File: src/rtl/bootram_loader.sv
// bootram_loader
//   Receives a framed boot image from a byte source (normally UART RX) and
//   writes it sequentially into the boot RAM starting at address 0.
//   The CPU is held in reset until the image is complete.
//   Frame: MAGIC, LEN_LO, LEN_HI, N data bytes, [CSUM].
//
// Build option:
//   BOOTLOADER_CHECKSUM_EN  adds a trailing modulo-256 checksum byte.
//
// Ports:
//   clk, resetn        clock, synchronous active-low reset
//   boot_skip          in IDLE, jump straight to DONE without loading
//   rx_valid/rx_data   upstream byte; accepted when rx_valid && rx_ready
//   rx_ready           loader can take a byte this cycle
//   ram_ce/ram_wre     boot RAM write strobes (one cycle per data byte)
//   ram_ad/ram_din     boot RAM address / write data
//   cpu_resetn         CPU reset, released only in DONE
//   done               image loaded or load skipped
//   err                frame error (cleared by the next MAGIC byte)
module bootram_loader #(
   parameter int unsigned ADDR_W = 11,
   parameter logic [7:0]  MAGIC  = 8'hA5
) (
   input  logic              clk,
   input  logic              resetn,
   input  logic              boot_skip,
   input  logic              rx_valid,
   input  logic [7:0]        rx_data,
   output logic              rx_ready,
   output logic              ram_ce,
   output logic              ram_wre,
   output logic [ADDR_W-1:0] ram_ad,
   output logic [7:0]        ram_din,
   output logic              cpu_resetn,
   output logic              done,
   output logic              err
);

   typedef logic [ADDR_W-1:0] addr_t;
   typedef logic [ADDR_W:0]   cnt_t;

   localparam logic [16:0] MaxLen = 17'(1) << ADDR_W;

   typedef enum logic [2:0] {
      StIdle,
      StLenLo,
      StLenHi,
      StData,
      StDone,
      StErr
`ifdef BOOTLOADER_CHECKSUM_EN
      , StCsum
`endif
   } state_t;

   state_t      state_q, state_d;
   logic        rdy_q, rdy_d;
   logic [7:0]  len_lo_q, len_lo_d;
   cnt_t        len_q, len_d;
   cnt_t        cnt_q, cnt_d;
   addr_t       addr_q, addr_d;
   logic        we_q, we_d;
   addr_t       ad_q, ad_d;
   logic [7:0]  din_q, din_d;
`ifdef BOOTLOADER_CHECKSUM_EN
   logic [7:0]  sum_q, sum_d;
`endif

   logic        accept;
   logic [15:0] len_full;
   logic        len_bad;
   cnt_t        cnt_inc;

   assign accept   = rx_valid & rdy_q;
   assign len_full = {rx_data, len_lo_q};
   assign len_bad  = (len_full == 16'd0) || ({1'b0, len_full} > MaxLen);
   assign cnt_inc  = cnt_q + cnt_t'(1);

   always_comb begin
      state_d  = state_q;
      len_lo_d = len_lo_q;
      len_d    = len_q;
      cnt_d    = cnt_q;
      addr_d   = addr_q;
      we_d     = 1'b0;
      ad_d     = ad_q;
      din_d    = din_q;
`ifdef BOOTLOADER_CHECKSUM_EN
      sum_d    = sum_q;
`endif
      case (state_q)
         StIdle: begin
            // boot_skip wins even over a MAGIC byte accepted in the same cycle
            if (boot_skip) begin
               state_d = StDone;
            end else if (accept && (rx_data == MAGIC)) begin
               state_d = StLenLo;
            end
         end
         StLenLo: begin
            if (accept) begin
               len_lo_d = rx_data;
               state_d  = StLenHi;
            end
         end
         StLenHi: begin
            if (accept) begin
               if (len_bad) begin
                  state_d = StErr;
               end else begin
                  len_d   = len_full[ADDR_W:0];
                  cnt_d   = '0;
                  addr_d  = '0;
`ifdef BOOTLOADER_CHECKSUM_EN
                  sum_d   = 8'h00;
`endif
                  state_d = StData;
               end
            end
         end
         StData: begin
            if (accept) begin
               we_d   = 1'b1;
               ad_d   = addr_q;
               din_d  = rx_data;
               // wraps to 0 after a full-size image; harmless since DATA is left
               addr_d = addr_q + addr_t'(1);
               cnt_d  = cnt_inc;
`ifdef BOOTLOADER_CHECKSUM_EN
               sum_d  = sum_q + rx_data;
               if (cnt_inc == len_q) state_d = StCsum;
`else
               if (cnt_inc == len_q) state_d = StDone;
`endif
            end
         end
`ifdef BOOTLOADER_CHECKSUM_EN
         StCsum: begin
            if (accept) begin
               state_d = (rx_data == sum_q) ? StDone : StErr;
            end
         end
`endif
         StDone: begin
            state_d = StDone;
         end
         StErr: begin
            if (accept && (rx_data == MAGIC)) begin
               state_d = StLenLo;
            end
         end
         default: begin
            state_d = StIdle;
         end
      endcase
      rdy_d = (state_d != StDone);
   end

   always_ff @(posedge clk) begin
      if (!resetn) begin
         state_q  <= StIdle;
         rdy_q    <= 1'b0;
         len_lo_q <= 8'h00;
         len_q    <= '0;
         cnt_q    <= '0;
         addr_q   <= '0;
         we_q     <= 1'b0;
         ad_q     <= '0;
         din_q    <= 8'h00;
`ifdef BOOTLOADER_CHECKSUM_EN
         sum_q    <= 8'h00;
`endif
      end else begin
         state_q  <= state_d;
         rdy_q    <= rdy_d;
         len_lo_q <= len_lo_d;
         len_q    <= len_d;
         cnt_q    <= cnt_d;
         addr_q   <= addr_d;
         we_q     <= we_d;
         ad_q     <= ad_d;
         din_q    <= din_d;
`ifdef BOOTLOADER_CHECKSUM_EN
         sum_q    <= sum_d;
`endif
      end
   end

   assign rx_ready   = rdy_q;
   assign ram_ce     = we_q;
   assign ram_wre    = we_q;
   assign ram_ad     = ad_q;
   assign ram_din    = din_q;
   assign done       = (state_q == StDone);
   assign cpu_resetn = (state_q == StDone);
   assign err        = (state_q == StErr);

endmodule

File: config.mk
export PLATFORM = sky130hd
export DESIGN_NAME = bootram_loader
export DESIGN_NICKNAME = d
export VERILOG_FILES = /design/src/rtl/bootram_loader.sv
export SDC_FILE = /design/constraint.sdc
export NUM_CORES = 1
export LEC_CHECK = 0
export ABC_CLOCK_PERIOD_IN_PS = 2300
export CELL_PAD_IN_SITES_DETAIL_PLACEMENT = 1
export CELL_PAD_IN_SITES_GLOBAL_PLACEMENT = 2
export CORE_MARGIN = 2
export CORE_UTILIZATION = 30
export CTS_CLUSTER_DIAMETER = 120
export CTS_CLUSTER_SIZE = 16
export DETAILED_ROUTE_END_ITERATION = 7
export PLACE_DENSITY_LB_ADDON = 0.12
export SETUP_SLACK_MARGIN = 0.02
export SLEW_MARGIN = 30
export SYNTH_ARGS = -nofsm -noshare
export SYNTH_HDL_FRONTEND = slang
export SYNTH_SLANG_ARGS = --single-unit
File: constraint.sdc
create_clock -name clk -period 2.3 [get_ports clk]
set_input_delay 0.575 -clock clk [delete_from_list [all_inputs] [get_ports clk]]
set_output_delay 0.575 -clock clk [all_outputs]
set_load 0.03 [all_outputs]
==> run_results.csv <==
group,metric,value,unit
status,status,"finished, final reports clean",
synthesis,synth_xor_area_share,6.26,%
layout,layout.nets,474,
drt,drtPass1Iterations,4,
drt,ant_nets,0,
place,hpwl,6890,um
critical_path,cp_common_cell,"or4_4",
critical_path,path_depth,7,
critical_path,rrSetupSlack,0.08,ns
critical_path,crit_slowest_cell,"or4_4",
synthesis,synth-compound-area-share,14.2,%
die,start_util,31.0,%
critical_path,crit_chain,"or4_4 > or4_4 > and2_4 > nand3_4 > buf_12 > mux2i_1 > nor2_1",
power_and_ir_drop,peakVddDrop,317,uV
place,dpl_cell_area,4040,sq um
grt,antenna_found_initial,0,
cts,path_clk_slew,0.07,ns
critical_path,cp_num_buf_inv,1,
cts,cts.sinks,67,
grt,grt_pass1_wl,15500,um
layout,final_common_cell,"nand2_1",
die,rows,37,
layout,fillers,1260,
critical_path,cp_top_family,"simple AND/OR/NAND/NOR gates",
grt,grt_max_degree,36,
synthesis,ys_types,52,
timing,tightestPinTransition,0.420,ns
synthesis,synth_cells,392,
timing,post-route-period-util,96.4,%
power_and_ir_drop,swShare,22.9,%
place,dp_slack,-0.531,ns
cts,numCtsBuffers,9,
layout,drive_gt1_share,19.4,%
hold_path,worstHoldPathCells,2,
power_and_ir_drop,p_per_area,543,nW/um^2
synthesis,yosysWarningCount,0,
critical_path,cp.arrival,2.46,ns
grt,grt_overflow,0,
power_and_ir_drop,p_switching,0.539,mW
layout,post-route-cell-area,4340,sq um
layout,final_cell_count_no_fill,600,
critical_path,crit_path_max_fanout,6,
layout,final_cell_mix,"nand2_1, dfxtp_1, nor2_1, buf_4, clkdlybuf4s50_1",
timing,fmax,451,MHz
cts,cts_tree,"built",
cts,cts_buffer_depth,2,
power_and_ir_drop,leakage,1.62,nW
timing,rsz0062_at_grt,"true",
critical_path,cp-start-kind,"flip-flop",
drt,routed-via-count,3028,
drt,totalWireLength,9450,um
timing,setup_viol,0,
place,port_buffers,36,
synthesis,synthFlopType,"dfxtp_1",
die,fp.dieH,108,um
critical_path,rr_worst_depth,7,
synthesis,syn_avg_cell_area,8.21,sq um
hold_path,hp-class,"reg -> reg",
timing,slew_headroom,71.8,%
flow_run,cap_violations,0,
timing,finalHoldViolations,0,
die,io_pins,37,
critical_path,cp.required,2.54,ns
drt,first_iter_violations,97,
synthesis,synth_seq_cells,67,
synthesis,yosysSeqAreaShare,41.7,%
synthesis,synth-edff-count,0,
power_and_ir_drop,p_comb_share,5.0,%
cts,clockRootBuffer,"clkbuf_8",
synthesis,synth_nets,406,
power_and_ir_drop,pwr-share-seq,49.4,%
synthesis,async_flop_share,0,%
timing,fin_ws,0.0829,ns
synthesis,synthAdderAreaFrac,0.777,%
drt,avgViaCountPerCell,5.05,
power_and_ir_drop,clock_power_share,45.7,%
die,core,10400,sq um
timing,hold_ws,0.454,ns
critical_path,endpoint_kind,"flip-flop",
cts,insertion_delay,0.35,ns
timing,finClkSkew,0.0103,ns
synthesis,synth_mux_area_share,6.53,%
synthesis,synth_top_family_by_area,"simple AND/OR/NAND/NOR gates",
synthesis,synth-simple-area-share,26.2,%
layout,post-route-util,41.9,%
power_and_ir_drop,p_int,1.82,mW
grt,grt_pass1_vias,3022,
timing,period_needed,2.22,ns
layout,antenna_cells,0,
place,gp_congestion,0.806,
timing,slew_violations,0,
synthesis,syn_area,3220,sq um
cts,htreeDepth,3,
critical_path,cpPeakStageDelay,0.56,ns
layout,area_growth,34.9,%
place,dp_cells,584,
die,die_w,108,um
die,die_area,11600,sq um
drt,wl_per_cell,15.8,um
drt,drc,0,
grt,grtUsageTotal,17.3,%
critical_path,crit_type,"reg -> reg",
-- synth_stat cells (all sizes together) (2+ instances only) --
cell type  number  share of area, %
nor2           47               5.5
and2            4              0.82
nand4           6               1.2
o21ai          14               2.2
buf             6               1.3
nor4            9               1.7
or3             2              0.39
nor4b           3              0.82
nor2b           3              0.58
o211ai          3              0.70
ha              2              0.78
and3            4              0.78
xor2            4               1.1
nor3            7               1.2
clkbuf         20               2.3
a31oi          10               2.4
xnor2          19               5.2
or4             4               1.2
a21boi          2              0.47
nand3          16               2.6
a31o            2              0.54
dfxtp          67                42
o32ai           2              0.54
and4            2              0.54
mux2i          21               6.5
nand2          67               7.8
o31a            2              0.54
inv             5              0.58
a21oi          25               3.9
-- worst min-delay path, cell delays in order (launching register included) --
cell and delay [ns]:
dfxtp_1 0.31, nand2_1 0.05, a21oi_1 0.05
-- state kept, by name (all words and copies together), names as in the netlist --
register / count
ram_din: 8
state_q: 3
ram_ad: 11
len_lo_q: 8
rx_ready: 1
cnt_q: 12
ram_ce: 1
addr_q: 11
len_q: 12
-- layout make-up --
cell class / count / area (sq um) / share of cell area (%)
clock buffer: 10 / 128 / 2.94
clock inverter: 5 / 78.8 / 1.82
inverter: 6 / 22.5 / 0.519
multi-input combinational: 293 / 1810 / 41.6
sequential: 67 / 1350 / 31.1
tap: 136 / 170 / 3.92
timing repair buffer: 83 / 787 / 18.1
-- stage by stage --
step	power, mW	setup TNS, ns
2_1_floorplan	1.24	-0.756
4_1_cts	2.39	0
6_report	2.36	0
3_3_place_gp	1.31	-16.93
5_1_grt	2.45	0
3_5_place_dp	1.31	-18.26
-- repair_timing --
item / CTS / global route
setup buffers: 0 / 0
hold endpoints to repair: 0 / 0
endpoints found under the setup margin: 41 / 23
cloned: 1 / 0
hold buffers: 0 / 0
resized for setup: 11 / 19
pin swaps: 5 / 9
-- cell families (layout without fill, tap and decap cells) --
family	Yosys count	in the layout
DFF	67	67
muxes	21	21
xor gates and xnor gates	23	23
buffers and inverters	32	104
adders and majority gates	2	2
AOI/OAI and AO/OA	69	69
and+or+nand+nor	178	178
-- metal layers --
layer	GRT usage [%]	vias to the layer above	share of wire, %
met5	0	-	0
met4	5.31	0	1.2
met3	4.72	9	3.7
met2	25.9	49	44
met1	24.3	1465	52
li1	-	1505	-
-- power groups by stage --
stage / registers (mW) / logic (mW) / clock network [mW]
5_1_grt: 1.16 / 0.125 / 1.16
3_3_place_gp: 1.19 / 0.117 / 0
2_1_floorplan: 1.19 / 0.0471 / 0
6_report: 1.16 / 0.117 / 1.08
4_1_cts: 1.16 / 0.118 / 1.11
3_5_place_dp: 1.19 / 0.117 / 0
-- worst paths after layout --
kind,start,endpoint
worst max-delay path,len_lo_q[0],len_q[3]
worst min-delay path,ram_ad[4],ram_ad[4]
worst max register to register,len_lo_q[0],len_q[3]
worst min register to register,ram_ad[4],ram_ad[4]
Power figures use the tool's default switching activity.
